`config.mk`:
```
export PLATFORM = sky130hd
export DESIGN_NAME = bsg_vc_output_scheduler
export DESIGN_NICKNAME = d
export VERILOG_FILES = /design/src/rtl/bsg_vc_output_scheduler.sv
export SDC_FILE = /design/constraint.sdc
export NUM_CORES = 1
export LEC_CHECK = 0
export ABC_CLOCK_PERIOD_IN_PS = 2900
export BUFFER_PORTS_ARGS = -buffer_cell sky130_fd_sc_hd__buf_2
export CAP_MARGIN = 20
export CORE_MARGIN = 3
export CORE_UTILIZATION = 54
export DETAILED_ROUTE_END_ITERATION = 10
export GPL_ROUTABILITY_DRIVEN = 0
export PLACE_DENSITY = 0.8
export SYNTH_ARGS = -nofsm -noshare
export SYNTH_HDL_FRONTEND = slang
export SYNTH_SLANG_ARGS = --single-unit
```
`constraint.sdc`:
```
create_clock -name clk_i -period 2.9 [get_ports clk_i]
set_input_delay 0.145 -clock clk_i [delete_from_list [all_inputs] [get_ports clk_i]]
set_output_delay 0.145 -clock clk_i [all_outputs]
set_load 0.02 [all_outputs]
```
`src/rtl/bsg_vc_output_scheduler.sv`:
```
// Round-robin flit scheduler for several virtual channels sharing one output link.
// It has per-VC credit counters and tracks header/body packet state for each VC.
module bsg_vc_output_scheduler #(
  parameter int vc_num_p    = 2,
  parameter int len_width_p = 4,
  parameter int credits_p   = 4,
  localparam int tag_width_lp  = (vc_num_p > 1) ? $clog2(vc_num_p) : 1,
  localparam int cred_width_lp = $clog2(credits_p + 1)
) (
  input  logic                                        clk_i,
  input  logic                                        reset_n_i,
  input  logic [vc_num_p-1:0]                         v_i,
  input  logic [vc_num_p-1:0][len_width_p-1:0]        hdr_len_i,
  input  logic [vc_num_p-1:0]                         credit_return_i,
  output logic [vc_num_p-1:0]                         yumi_o,
  output logic                                        v_o,
  output logic [tag_width_lp-1:0]                     tag_o,
  output logic [vc_num_p-1:0][cred_width_lp-1:0]      credits_o,
  output logic [vc_num_p-1:0]                         in_pkt_o
);

  localparam logic [cred_width_lp-1:0] cred_max_lp  = cred_width_lp'(credits_p);
  localparam logic [cred_width_lp-1:0] cred_one_lp  = cred_width_lp'(1);
  localparam logic [len_width_p-1:0]   rem_one_lp   = len_width_p'(1);
  localparam logic [tag_width_lp-1:0]  last_init_lp = tag_width_lp'(vc_num_p - 1);

  typedef enum logic {HEAD = 1'b0, BODY = 1'b1} vc_state_e;

  vc_state_e                               state   [vc_num_p];
  vc_state_e                               state_n [vc_num_p];
  logic [len_width_p-1:0]                  rem     [vc_num_p];
  logic [len_width_p-1:0]                  rem_n   [vc_num_p];
  logic [vc_num_p-1:0][cred_width_lp-1:0]  credits;
  logic [vc_num_p-1:0][cred_width_lp-1:0]  credits_n;
  logic [tag_width_lp-1:0]                 last_grant;
  logic [vc_num_p-1:0]                     elig;
  logic [tag_width_lp:0]                   pick;
  logic                                    grant_v;
  logic [tag_width_lp-1:0]                 winner;
  logic [vc_num_p-1:0]                     yumi;

  // Scans from last+vc_num_p down to last+1 so the nearest eligible VC after last wins.
  function automatic logic [tag_width_lp:0] rr_pick(input logic [vc_num_p-1:0] el,
                                                    input logic [tag_width_lp-1:0] last);
    logic [tag_width_lp:0] res;
    int idx;
    res = '0;
    for (int k = vc_num_p; k >= 1; k--) begin
      idx = (int'(last) + k) % vc_num_p;
      if (el[idx]) res = {1'b1, idx[tag_width_lp-1:0]};
    end
    return res;
  endfunction

  function automatic logic [cred_width_lp-1:0] cred_next(input logic [cred_width_lp-1:0] cur,
                                                        input logic take,
                                                        input logic give);
    logic [cred_width_lp-1:0] nxt;
    nxt = cur;
    if (take && !give)
      nxt = cur - cred_one_lp;
    else if (give && !take && cur != cred_max_lp)
      nxt = cur + cred_one_lp;
    return nxt;
  endfunction

  always_comb begin
    for (int i = 0; i < vc_num_p; i++)
      elig[i] = v_i[i] && (credits[i] != '0);
  end

  assign pick = rr_pick(elig, last_grant);

  always_comb begin
    grant_v = 1'b0;
    winner  = '0;
    yumi    = '0;
    if (reset_n_i && pick[tag_width_lp]) begin
      grant_v = 1'b1;
      winner  = pick[tag_width_lp-1:0];
      yumi    = vc_num_p'(1) << winner;
    end
  end

  // A return arriving with a grant only cancels the decrement; it never enables the grant.
  always_comb begin
    for (int i = 0; i < vc_num_p; i++) begin
      state_n[i]   = state[i];
      rem_n[i]     = rem[i];
      credits_n[i] = cred_next(credits[i], yumi[i], credit_return_i[i]);
      if (yumi[i]) begin
        if (state[i] == BODY) begin
          rem_n[i] = rem[i] - rem_one_lp;
          if (rem[i] == rem_one_lp) state_n[i] = HEAD;
        end else if (hdr_len_i[i] != '0) begin
          state_n[i] = BODY;
          rem_n[i]   = hdr_len_i[i];
        end
      end
    end
  end

  always_ff @(posedge clk_i) begin
    if (!reset_n_i) begin
      last_grant <= last_init_lp;
      for (int i = 0; i < vc_num_p; i++) begin
        state[i]   <= HEAD;
        rem[i]     <= '0;
        credits[i] <= cred_max_lp;
      end
    end else begin
      if (grant_v) last_grant <= winner;
      for (int i = 0; i < vc_num_p; i++) begin
        state[i]   <= state_n[i];
        rem[i]     <= rem_n[i];
        credits[i] <= credits_n[i];
      end
    end
  end

  always_comb begin
    for (int i = 0; i < vc_num_p; i++)
      in_pkt_o[i] = (state[i] == BODY);
  end

  assign yumi_o    = yumi;
  assign v_o       = grant_v;
  assign tag_o     = winner;
  assign credits_o = credits;

`ifndef SYNTHESIS
  for (genvar g = 0; g < vc_num_p; g++) begin : g_cred_chk
    a_cred_overflow: assert property (@(posedge clk_i) disable iff (!reset_n_i)
      !(credit_return_i[g] && !yumi[g] && credits[g] == cred_max_lp));
  end
`endif

endmodule

```
==> out/summary.md <==
Setup slack on the worst reg-to-reg path comes out at 0.37 ns. The clock share of power came out at 0.218. The tools report the max-capacitance violation count as 0.

Endpoint of the worst register-to-register path: credits_o[5]. Across the VDD grid, the largest voltage drop is 0.0002689 V. The tools report the count of endpoints failing setup in the final report as 0. Pin placement for this block handled 26 I/O pins.

The power share of the sequential group is 0.474. The analysis attributes to net switching a power of 234.1 uW. The worst slew margin relative to its limit is 0.6361, and the number of placed cells counting well taps is 195.

The tools report the maximum level of the CTS H-tree as 1. The chip height is 54.62 um, and the proportion of layout cells with a drive suffix above 1 is 0.2500. Combinational share of power: 0.308.

The endpoint of the most critical setup path is credits_o[5]. In the layout the commonest cells are 25 x buf_2, 17 x dfxtp_1, 14 x inv_1. The number of antenna violations at the first check in global routing was 0. The final cycle utilization of the critical path is 0.8726, and the floorplan core area is 2102 um2. Clock-pin slew was measured on the worst setup and hold paths at 0.12 ns. For the length of routed met2 wiring, the log shows 1.238 mm. For the first-pass iteration count of the detailed router, the log shows 4. The flow ran to the end, and the final reports show no timing, DRC or antenna violations.

The tools report the effective utilization at floorplan as 0.6071. The root buffer cell chosen for the clock tree is clkbuf_4. The maximum operating frequency is 395.2 MHz, and the ratio of total power to cell area is 445.1 nW/um2. Once detail routing completed, the nets flagged for antenna violations numbered 0.

The antenna diode instance count came out at 0. The global-route wire length before repair came out at 4.671 mm. The tools report the static leakage as 0.0005405 uW.

The logs give 0.2667 for the post-synthesis sequential area ratio and 2.673 mm for the post-detailed-routing wire length. The initialized floorplan defines 16 standard-cell rows. The tools report the fill cell instance count of the final layout as 182. The classification of the worst setup path is reg2reg. The logs give 0.2100 for the global-route usage over all layers and 170 for the number of nets in the synthesized netlist.

For this run, the number of Yosys warnings is 0. The logs give 0.005557 ns for the final clock skew and 1276 um2 for the area of the mapped netlist. A synthesized cell averages 8.508 um2. The path depth of the worst reg2reg path came out at 9. For the pin with the worst max-slew slack, the measured transition is 0.5413 ns.

The logs give 0 for the number of endpoints with negative hold slack in the final report and 3 for the CTS buffer count. After clock tree synthesis, the setup repair step added 0 buffers. The startpoint type of the worst setup path is a register. TritonCTS built the clock tree. The internal power of the cells totals 391.8 uW. The clock passes through at most 2 buffers.

The later pin in the worst-skew pair is clocked with a latency of 0.29 ns. The prevailing post-synth register cell was dfxtp_1. The total of buffers placed on input and output ports was 25. The routed layout has 1191 vias. In the final routing, the length of wire on met1 measures 1.272 mm. Setup repair after global routing left no endpoint under its margin. The run gives 150 as the synthesized netlist cell count. The largest fanout on the critical path came out at 9.

The area growth from synthesis to layout is 10.20%. The number of enable flip-flop cells after synthesis is 0. After detailed routing, no signal wire sits above met4. The startpoint identified for the worst register-to-register timing path is credits_o[2]. The async set-or-reset flop fraction in the synthesized netlist works out to 0. CTS saw 17 sinks. Nature of the critical path endpoint: a register.

Measured along the x axis, the die boundary spans 54.62 um. For the final number of max-transition violations, the log shows 0. In this run, synthesis produced a sequential element count of 17. Data arrives at the worst endpoint at 2.74 ns.

Leaving out fill and tap cells, the most frequent cell in the layout is buf_2. Hold repair after CTS inserted 0 buffers. The final setup TNS is 0 ns, and the half-perimeter wire length after placement is 2.023 mm. The area of the die was 2983 um2.

Start point of the critical path: credits_o[2]. The average routed wire per standard cell is 13.43 um. Dividing the detail-routed via count by the number of cells gives 5.985. Entering global routing, the biggest net connects 17 pins.

Global routing finished with a remaining overflow of 0. After layout, the minimum clock period comes to 2.531 ns. The finished layout holds 199 standard cells, fillers aside. For this run, design rule violations remaining after detail routing come to 0. The required time at the endpoint of the critical path is 3.11 ns.

The count of instances resized after the clock tree is built is 0, and the number of distinct standard cells referenced by the synthesized netlist is 53. The via count of the first global-routing pass is 1105. The fraction of power spent switching nets works out to 0.3741. After detailed routing, the met3 layer carries 142 um of wire. The class of the most critical hold timing path was in2reg. For the count of nets after finishing, the log shows 193.

The first routing iteration left 14 violations.
-- power by group through the flow --
stage	sequential [uW]	combinational (uW)	clock (uW)
floorplan	299	149	0
global placement	300	187	0
detailed placement	301	194	0
CTS	296	194	139
global route	302	217	149
finish	297	193	136
-- worst min path at each step --
stage	cells after the start	startpoint	to
final	3	hdr_len_i[7]	rem[0][7]
after detailed placement	3	credit_return_i[1]	credits_o[4]
after CTS	3	credit_return_i[1]	credits_o[4]
after floorplan	2	credit_return_i[1]	credits_o[4]
after global placement	3	credit_return_i[1]	credits_o[4]
after global routing	3	hdr_len_i[5]	rem[0][5]
-- per-layer routing --
metal,vias to the layer above,global-route usage
met5,-,0
met4,0,0.06224
met3,6,0.02725
met2,34,0.3583
met1,560,0.2720
li1,591,-
-- critical path, stage by stage, from the launching register on --
cell       delay, ns
dfxtp_1         0.41
o311ai_1        0.48
nand3_2         0.24
inv_2           0.18
nand2_1         0.09
fa_1            0.40
nor2b_1         0.18
a2111oi_0       0.09
o21bai_1        0.19
a311oi_2        0.18
-- through the flow --
step           utilization  total power (uW)  hold slack [ns]  setup WS, ns  instance area, um2
2_1_floorplan            -             447.4           0.2887        0.5985                1276
3_3_place_gp        0.6560             486.9           0.4253        0.5320                1379
3_5_place_dp        0.6560             495.0           0.4346        0.4330                1379
4_1_cts             0.6690             628.5           0.1242        0.3835                1406
5_1_grt             0.6690             668.1           0.1392        0.1508                1406
6_report            0.6690             625.9           0.1247        0.3694                1406
-- synth_stat cells (2+ instances only) --
master / count / share of area
nand4b_1: 2 / 0.014
nand4_1: 3 / 0.015
nand3_1: 4 / 0.016
o311ai_1: 5 / 0.034
nand2b_1: 4 / 0.020
nor2_1: 7 / 0.021
or3_1: 3 / 0.015
buf_6: 4 / 0.035
nor2b_1: 7 / 0.034
nor3_1: 2 / 0.0078
dfxtp_1: 17 / 0.27
nand2_1: 10 / 0.029
inv_1: 14 / 0.041
o31a_1: 2 / 0.014
o31ai_1: 2 / 0.012
fa_1: 2 / 0.031
nor4_1: 2 / 0.0098
ha_1: 4 / 0.039
a21oi_1: 8 / 0.031
xnor2_1: 2 / 0.014
clkbuf_1: 3 / 0.0088
o221ai_1: 2 / 0.014
mux2i_1: 6 / 0.047
inv_2: 2 / 0.0059
o21ai_1: 5 / 0.020
-- flip-flops by register name, summed over array words and instances (netlist names) --
register	cells
last_grant	1
rem	8
credits_o	6
state	2
-- layout make-up --
| cell class | instances | area (um2) | share of cell area |
|---|---|---|---|
| Multi-Input combinational cell | 108 | 808.3 | 0.5747 |
| Tap cell | 27 | 33.78 | 0.02402 |
| Clock buffer | 3 | 22.52 | 0.01601 |
| Inverter | 17 | 63.81 | 0.04537 |
| Timing Repair Buffer | 26 | 132.6 | 0.09431 |
| Clock inverter | 1 | 5.005 | 0.003559 |
| Sequential cell | 17 | 340.3 | 0.2420 |
-- kinds of logic (layout without fill, tap and decap cells) --
kind of cell | Yosys count | count (layout) | share of synthesized area
compound gates | 42 | 42 | 0.2637
xor+xnor | 2 | 2 | 0.01373
fa+ha+maj | 6 | 6 | 0.07059
buf+inv | 25 | 47 | 0.1000
flops | 17 | 17 | 0.2667
mux | 6 | 6 | 0.04706
simple gates | 52 | 52 | 0.2383
Power figures use the tool's default switching activity.
